### config.mk
export PLATFORM = sky130hd
export DESIGN_NAME = modexp_engine
export DESIGN_NICKNAME = d
export VERILOG_FILES = /design/src/rtl/modexp_engine.sv
export SDC_FILE = /design/constraint.sdc
export NUM_CORES = 2
export LEC_CHECK = 0
export ABC_AREA = 1
export CAP_MARGIN = 20
export CORE_MARGIN = 2
export CORE_UTILIZATION = 40
export DETAILED_ROUTE_END_ITERATION = 8
export GPL_TIMING_DRIVEN = 0
export PLACE_DENSITY_LB_ADDON = 0.25
export SYNTH_ARGS = -nofsm -noshare
export SYNTH_HDL_FRONTEND = slang
export SYNTH_SLANG_ARGS = --single-unit
### constraint.sdc
create_clock -name CLK -period 13.7 [get_ports CLK]
set_input_delay 2.74 -clock CLK [delete_from_list [all_inputs] [get_ports CLK]]
set_output_delay 2.74 -clock CLK [all_outputs]
set_load 0.01 [all_outputs]
### src/rtl/modexp_engine.sv
// Montgomery modular-exponentiation engine: r = m^e mod n.
// Radix-2 bit-serial Montgomery product shared by the MAP, SQR, MUL and
// POST phases, driven by an MSB-first square-and-multiply scan of e.
module modexp_engine #(
  parameter int unsigned BITS = 64
) (
  input  logic            CLK,
  input  logic            RESET,
  input  logic            START,
  input  logic [BITS-1:0] m,
  input  logic [BITS-1:0] e,
  input  logic [BITS-1:0] n,
  output logic [BITS-1:0] r,
  output logic            done,
  output logic            busy,
  output logic            err
);

  localparam int unsigned TW = BITS + 2;
  localparam int unsigned CW = $clog2(2 * BITS + 1);
  localparam int unsigned IW = $clog2(BITS);

  typedef enum logic [2:0] {
    S_IDLE,
    S_CHK,
    S_PRE,
    S_MAP,
    S_SQR,
    S_MUL,
    S_POST,
    S_DONE
  } state_t;

  state_t          state;
  logic [BITS-1:0] m_r;
  logic [BITS-1:0] e_r;
  logic [BITS-1:0] n_r;
  logic [BITS-1:0] acc;
  logic [BITS-1:0] xbar;
  logic [BITS-1:0] mbar;
  logic [BITS-1:0] r2;
  logic [BITS-1:0] r_int;
  logic            err_int;
  logic [TW-1:0]   t;
  logic [CW-1:0]   cnt;
  logic [IW-1:0]   idx;

  logic [BITS-1:0] op_a;
  logic [BITS-1:0] op_b;
  logic [TW-1:0]   t_add;
  logic [TW-1:0]   t_odd;
  logic [TW-1:0]   mp_step;
  logic [TW-1:0]   mp_fin;
  logic [BITS-1:0] mp_res;
  logic            mp_last;
  logic [BITS:0]   acc_dbl;
  logic [BITS:0]   acc_red;
  logic [BITS-1:0] acc_next;
  logic            accept;

  // Operand selection for the shared Montgomery product unit.
  always_comb begin
    op_a = '0;
    op_b = '0;
    unique case (state)
      S_MAP:   begin op_a = m_r;  op_b = r2;          end
      S_SQR:   begin op_a = xbar; op_b = xbar;        end
      S_MUL:   begin op_a = xbar; op_b = mbar;        end
      S_POST:  begin op_a = xbar; op_b = BITS'(1);    end
      default: begin op_a = '0;   op_b = '0;          end
    endcase
  end

  // One radix-2 MonPro step, the final conditional subtract, and PRE doubling.
  always_comb begin
    t_add    = t + (op_a[cnt[IW-1:0]] ? TW'(op_b) : TW'(0));
    t_odd    = t_add + (t_add[0] ? TW'(n_r) : TW'(0));
    mp_step  = t_odd >> 1;
    mp_fin   = (t >= TW'(n_r)) ? (t - TW'(n_r)) : t;
    mp_res   = BITS'(mp_fin);
    mp_last  = (cnt == CW'(BITS));
    acc_dbl  = {acc, 1'b0};
    acc_red  = (acc_dbl >= {1'b0, n_r}) ? (acc_dbl - {1'b0, n_r}) : acc_dbl;
    acc_next = BITS'(acc_red);
    accept   = START && !busy && ((state == S_IDLE) || (state == S_DONE));
  end

  // Control FSM and datapath registers; outputs are registered.
  always_ff @(posedge CLK) begin
    if (RESET) begin
      state   <= S_IDLE;
      m_r     <= '0;
      e_r     <= '0;
      n_r     <= '0;
      acc     <= '0;
      xbar    <= '0;
      mbar    <= '0;
      r2      <= '0;
      r_int   <= '0;
      err_int <= 1'b0;
      t       <= '0;
      cnt     <= '0;
      idx     <= '0;
      r       <= '0;
      done    <= 1'b0;
      busy    <= 1'b0;
      err     <= 1'b0;
    end else begin
      unique case (state)
        S_IDLE: begin
        end

        S_CHK: begin
          cnt <= '0;
          t   <= '0;
          if (!n_r[0]) begin
            err_int <= 1'b1;
            r_int   <= '0;
            state   <= S_DONE;
          end else begin
            acc   <= BITS'(1);
            state <= S_PRE;
          end
        end

        S_PRE: begin
          acc <= acc_next;
          if (cnt == CW'(BITS - 1)) begin
            xbar <= acc_next;
          end
          if (cnt == CW'(2 * BITS - 1)) begin
            r2    <= acc_next;
            cnt   <= '0;
            t     <= '0;
            state <= S_MAP;
          end else begin
            cnt <= cnt + CW'(1);
          end
        end

        S_MAP, S_SQR, S_MUL, S_POST: begin
          if (!mp_last) begin
            t   <= mp_step;
            cnt <= cnt + CW'(1);
          end else begin
            t   <= '0;
            cnt <= '0;
            unique case (state)
              S_MAP: begin
                mbar  <= mp_res;
                idx   <= IW'(BITS - 1);
                state <= S_SQR;
              end
              S_SQR: begin
                xbar <= mp_res;
                if (e_r[idx]) begin
                  state <= S_MUL;
                end else if (idx == '0) begin
                  state <= S_POST;
                end else begin
                  idx   <= idx - IW'(1);
                  state <= S_SQR;
                end
              end
              S_MUL: begin
                xbar <= mp_res;
                if (idx == '0) begin
                  state <= S_POST;
                end else begin
                  idx   <= idx - IW'(1);
                  state <= S_SQR;
                end
              end
              default: begin
                r_int <= mp_res;
                state <= S_DONE;
              end
            endcase
          end
        end

        S_DONE: begin
          r    <= r_int;
          done <= 1'b1;
          busy <= 1'b0;
          err  <= err_int;
        end

        default: state <= S_IDLE;
      endcase

      // A new operation captures operands and overrides the hold behaviour.
      if (accept) begin
        m_r     <= m;
        e_r     <= e;
        n_r     <= n;
        err_int <= 1'b0;
        done    <= 1'b0;
        err     <= 1'b0;
        busy    <= 1'b1;
        cnt     <= '0;
        t       <= '0;
        state   <= S_CHK;
      end
    end
  end

endmodule

# After elaboration in Yosys (flattened, before gate mapping)
# Cells that the tools add are included.
# totals
reg_bits	663
in_bits	195
# op_classes
n_lt_le_gt_ge	4
reduce_logical	28
eq_ne	20
muxes	39
n_addsub	6
n_bitwise	1
# ops
operator	count
$mux 64	11
$pmux 64 s2	4
$pmux 64 s4	1
$pmux 66 s3	1
$add 66x64->66	2
$sub 64x64->64	2
$ge 66x64->1	1
$mux 66	1
$ge 65x64->1	1
$mux 65	1
$pmux 8 s3	1
$pmux 6 s3	1
$eq 8x7->1 const B	2
$mux 8	2
$ne 2x2->1 const B	8
$lt 6x7->1 const B	2
$bmux 1 s6	2
$eq 3x3->1 const B	4
$mux 6	2
$reduce_and 4->1	3
$mux 3	3
$pmux 3 s3	1
$reduce_and 3->1	3
$add 8x1->8 const B	1
other kinds (21)	38

# Longest topological paths before layout
# depth
ltp_word	11
ltp_mapped	43
depth_no_buf	42

# Worst setup path before layout
# No wires, ideal clock.
# synth_path
kind	register to register
start	reg state[2]
end	reg t[63]
setup_ns	0.132
arrival_time_ns	5.079
stages_incl_launch_ff	41
required_time_ns	13.568
period_less_slack_ns	5.211
slack_ns	8.489
n_path_buf	3
cell_sequence	dfxtp_1 > buf_4 > nand2_4 > buf_6 > buf_2 > o211ai_1 > nand3_1 > nand3_1 > nand3_1 > a31oi_2 > nand2_4 > a21oi_1 > ha_1 > inv_1 > fa_1 > inv_1 > nand2_1 > nand2_1 > [5 not listed] > nand2_1 > nand2_1 > nand3_1 > nand2_1 > nand2_1 > nand2_1 > o21ai_0 > xor2_1 > ha_1 > inv_1 > nor3_1 > nand2_1 > nor4_1 > nand2_1 > nand3_1 > nand3_1 > nand3_1 > a21oi_1
# synth_between
elab_chain_cells	11
elab_cells_between_ends	26
# synth_lines
item	line_no	rtl
start, declared	34	state_t state;
start signal, assigned	91	state <= S_IDLE;
start signal, assigned	119	state <= S_DONE;
start signal, assigned	122	state <= S_PRE;
$eq 3x3->1	65, 109	
$reduce_or 3->1 (no line)	n/a	
$pmux 64 s2	65	unique case (state)
$bmux 1 s6	76	t_add = t + (op_a[cnt[IW-1:0]] ? TW'(op_b) : TW'(0));
$mux 1 (not written as such)	76	
$mux 64	76	
$add 66x64->66	76	
$mux 64	77	t_odd = t_add + (t_add[0] ? TW'(n_r) : TW'(0));
$add 66x64->66	77	
$mux 65	142	if (!mp_last) begin
$pmux 66 s3	109	unique case (state)
end signal, assigned	143	t <= mp_step;
end, declared	44	logic [TW-1:0] t;
# Several ways; a longest one is shown, not always the timed one. The select of a mux whose other input is x is not followed.
# A chain may end at the register's enable or synchronous reset.

# Worst setup path after layout
# layout_path
start	reg cnt[1]
end	reg t[45]
# layout_between
elab_chain_cells	8
elab_cells_between_ends	12
# layout_lines
item	line_no	rtl
start, declared	45	logic [CW-1:0] cnt;
start signal, assigned	137	cnt <= cnt + CW'(1);
start signal, assigned	144	cnt <= cnt + CW'(1);
$bmux 1 s6	76	
$mux 1 (not written as such)	76	
$mux 64	76	
$add 66x64->66	76	
$mux 64	77	
$add 66x64->66	77	
$mux 65	142	
$pmux 66 s3	109	
# Several ways; a longest one is shown, not always the timed one. The select of a mux whose other input is x is not followed.

==> reports/results.ini <==
[clocking]
clockBufferDepth=3
cts_tree=yes
cts.sinks=662
clock_latency_ps=720
htreeDepth=3
clock-root-buffer=clkbuf_16
cts_buffers=80
cts_setup_buffers=0
clk_pin_slew_ps=60
hold_buffers=0
ctsResizeCount=0

[worst_setup_path]
crit_path_end_kind=flip-flop
cp_max_fo=10
start_kind=flip-flop
cp.arrival_ps=11510
worstSetupPathType=reg -> reg
critPathMaxStageDelay_ps=940
cp_data_required_time_ps=14340
crit_slowest_cell=a31oi_1

[place]
placed_cells=10034
io_buffers=260
routabilityCongestion=1.13
dp_hpwl_um=239000

[sta]
clock.fmax_ghz=0.0920
fin_crit_sh_pct=79.3
finalSetupViolCount=0
slew_headroom_pct=8.31
tightest_slew_ps=1380
hold_viol=0
rsz0062_at_grt=false
setup_tns_ps=0
drv_slew=0
skew_ps=49.3
period_needed_ps=10860

[die]
die-area_um2=127000
die_y_um=356
num_rows=129
start_util_pct=40.2
pin_count=262
core_area_um2=123000
die_x_um=356

[final_layout]
final_layout_size_suffix_gt1_share_pct=4.20
fillCellCount=13540
fin_cells=10188
synthToLayoutAreaGrowth_pct=15.4
nets=8939

[synthesis]
synth.net_count=8584
synth-main-ff-cell=dfxtp_1
ys_ff_latch=662
syn_area_um2=49500
synth_area_leaders=dfxtp_1, nand2_1, a21oi_1, inv_1, nor2_1
yosysTopAreaCellShare_pct=26.8
synthAdderAreaFrac_pct=6.69
async_flop_share_pct=0
synth_top_area_cell=dfxtp_1
ys_seq_area_share_pct=26.8
synth_common_cells=nand2_1, inv_1, nor2_1
synth_compound_area_share_pct=20.6
synthMuxAreaShare_pct=0
synth_edf_count=0
synth_top_family_by_area=simple AND/OR/NAND/NOR gates
synthCells=8127
syn_area_per_cell_um2=6.09
yosys.area_share.simple_pct=32.2
synth-xor-area-share_pct=2.44
yosysMostFrequentCell=nand2_1
ys_types=59
yosysWarnings=0

[global_route]
grt_pass1_vias=55190
grt_overflow=0
grt_max_degree=14
antenna_found_initial=9
grt_pass1_wl_um=383000
grt_util_all_layers_pct=42.6

[route]
dr.pass1.iters=6
drc_errors=0
wl_per_cell_um=27.3
wirelength_um=279000
via_count=57205
drtIter0Drc=6493
final_antenna_net_count=0
vias_per_cell=5.61

[power_and_ir_drop]
ir_drop_mv=0.124
power.leakage_uw=0.0275
p_per_area_nw_per_um2=165

[worst_hold_path]
hp-class=reg -> reg

[flow_run]
cap_violations=0

[outcome]
status=completed

[final cells by class]
class                      instances  area [um2]  share of cell area (%)
antenna                            2        5.00                 0.00877
buffer                           336        1530                    2.68
clock buffer                     109        2290                    4.02
clock inverter                    40         474                   0.831
inverter                        1073        4030                    7.05
multi-input combinational       6056       30700                    53.7
sequential                       662       13300                    23.2
tap                             1637        2050                    3.59
timing repair buffer             273        2790                    4.89
[final timing paths]
path | start | endpoint | slack [ps] | cells past startpoint
worst max register to register | cnt[1] | t[45] | 2840 | 33
worst min register to register | err | err | 480 | 2
worst min-delay path | err | err | 480 | 2
worst max-delay path | cnt[1] | t[45] | 2840 | 33
[through the flow]
stage / worst slack, ps / total power [uW] / cell area [um2] / hold slack, ps / utilization, %
final: 2840 / 9440 / 57100 / 475 / 46.4
after global routing: 2980 / 9850 / 57100 / 490 / 46.4
after CTS: 3170 / 9290 / 57000 / 467 / 46.3
after detailed placement: 3190 / 7040 / 54300 / 459 / 44.1
after global placement: 2220 / 6990 / 54100 / 451 / 44.0
after floorplan: 8490 / 5180 / 49500 / 424 / -
[logic make-up (layout without fill, tap and decap cells)]
group,after synthesis,count (layout)
adders and majority gates,262,262
other,0,2
AOI/OAI and AO/OA,1847,1847
buffers and inverters,1409,1831
DFF,662,662
xor gates and xnor gates,138,138
and+or+nand+nor,3809,3809
[metal layers]
layer	global-route usage [%]	share of wire, %	vias to the layer above
met5	0	0.0090	-
met4	37.3	10	4
met3	6.60	7.7	759
met2	68.9	44	2777
met1	49.1	38	26478
li1	-	-	27187
[registers in the layout (all words and copies together) (netlist names)]
signal and count:
acc 64, busy 1, cnt 8, done 1
e_r 64, err 1, err_int 1, idx 6
m_r 64, mbar 64, n_r 64, r 64
r2 64, r_int 64, state 3, t 65
xbar 64
[layout by cell type, fill, tap and decap left out, types with 29 or more instances in the layout]
master,netlist,routed
ha_1,258,258
xor2_1,90,90
o21ai_0,652,650
clkbuf_16,0,81
buf_2,53,53
nand3b_1,112,112
or2_2,29,29
a21o_1,36,36
nand4_1,61,61
a21oi_1,804,804
xnor2_1,48,48
nor3_1,38,38
o211ai_1,116,116
dfxtp_1,662,662
nor2_1,1011,1011
nand2_1,1974,1974
o22ai_1,53,53
o21bai_1,32,32
clkdlybuf4s50_1,0,260
buf_1,29,29
and2_1,31,31
a221oi_1,29,29
inv_1,1062,1062
clkbuf_1,226,237
a21oi_2,41,41
nand3_1,481,481
[critical path: cells and delay by family (launching register included)]
kind                     cells  cell delay (ps)
adder cells (fa/ha/maj)      2              720
AO/OA/AOI/OAI               10             4640
buffers and inverters        9             2510
XOR/XNOR                     1              280
flip-flops                   1              310
AND/OR/NAND/NOR             11             2330
[power by group]
| group | total, uW | internal [uW] | switching, uW |
|---|---|---|---|
| clock network | 2270 | 1300 | 965 |
| logic | 4660 | 1130 | 3540 |
| registers | 2510 | 2280 | 223 |
(Power assumes the default switching activity.)
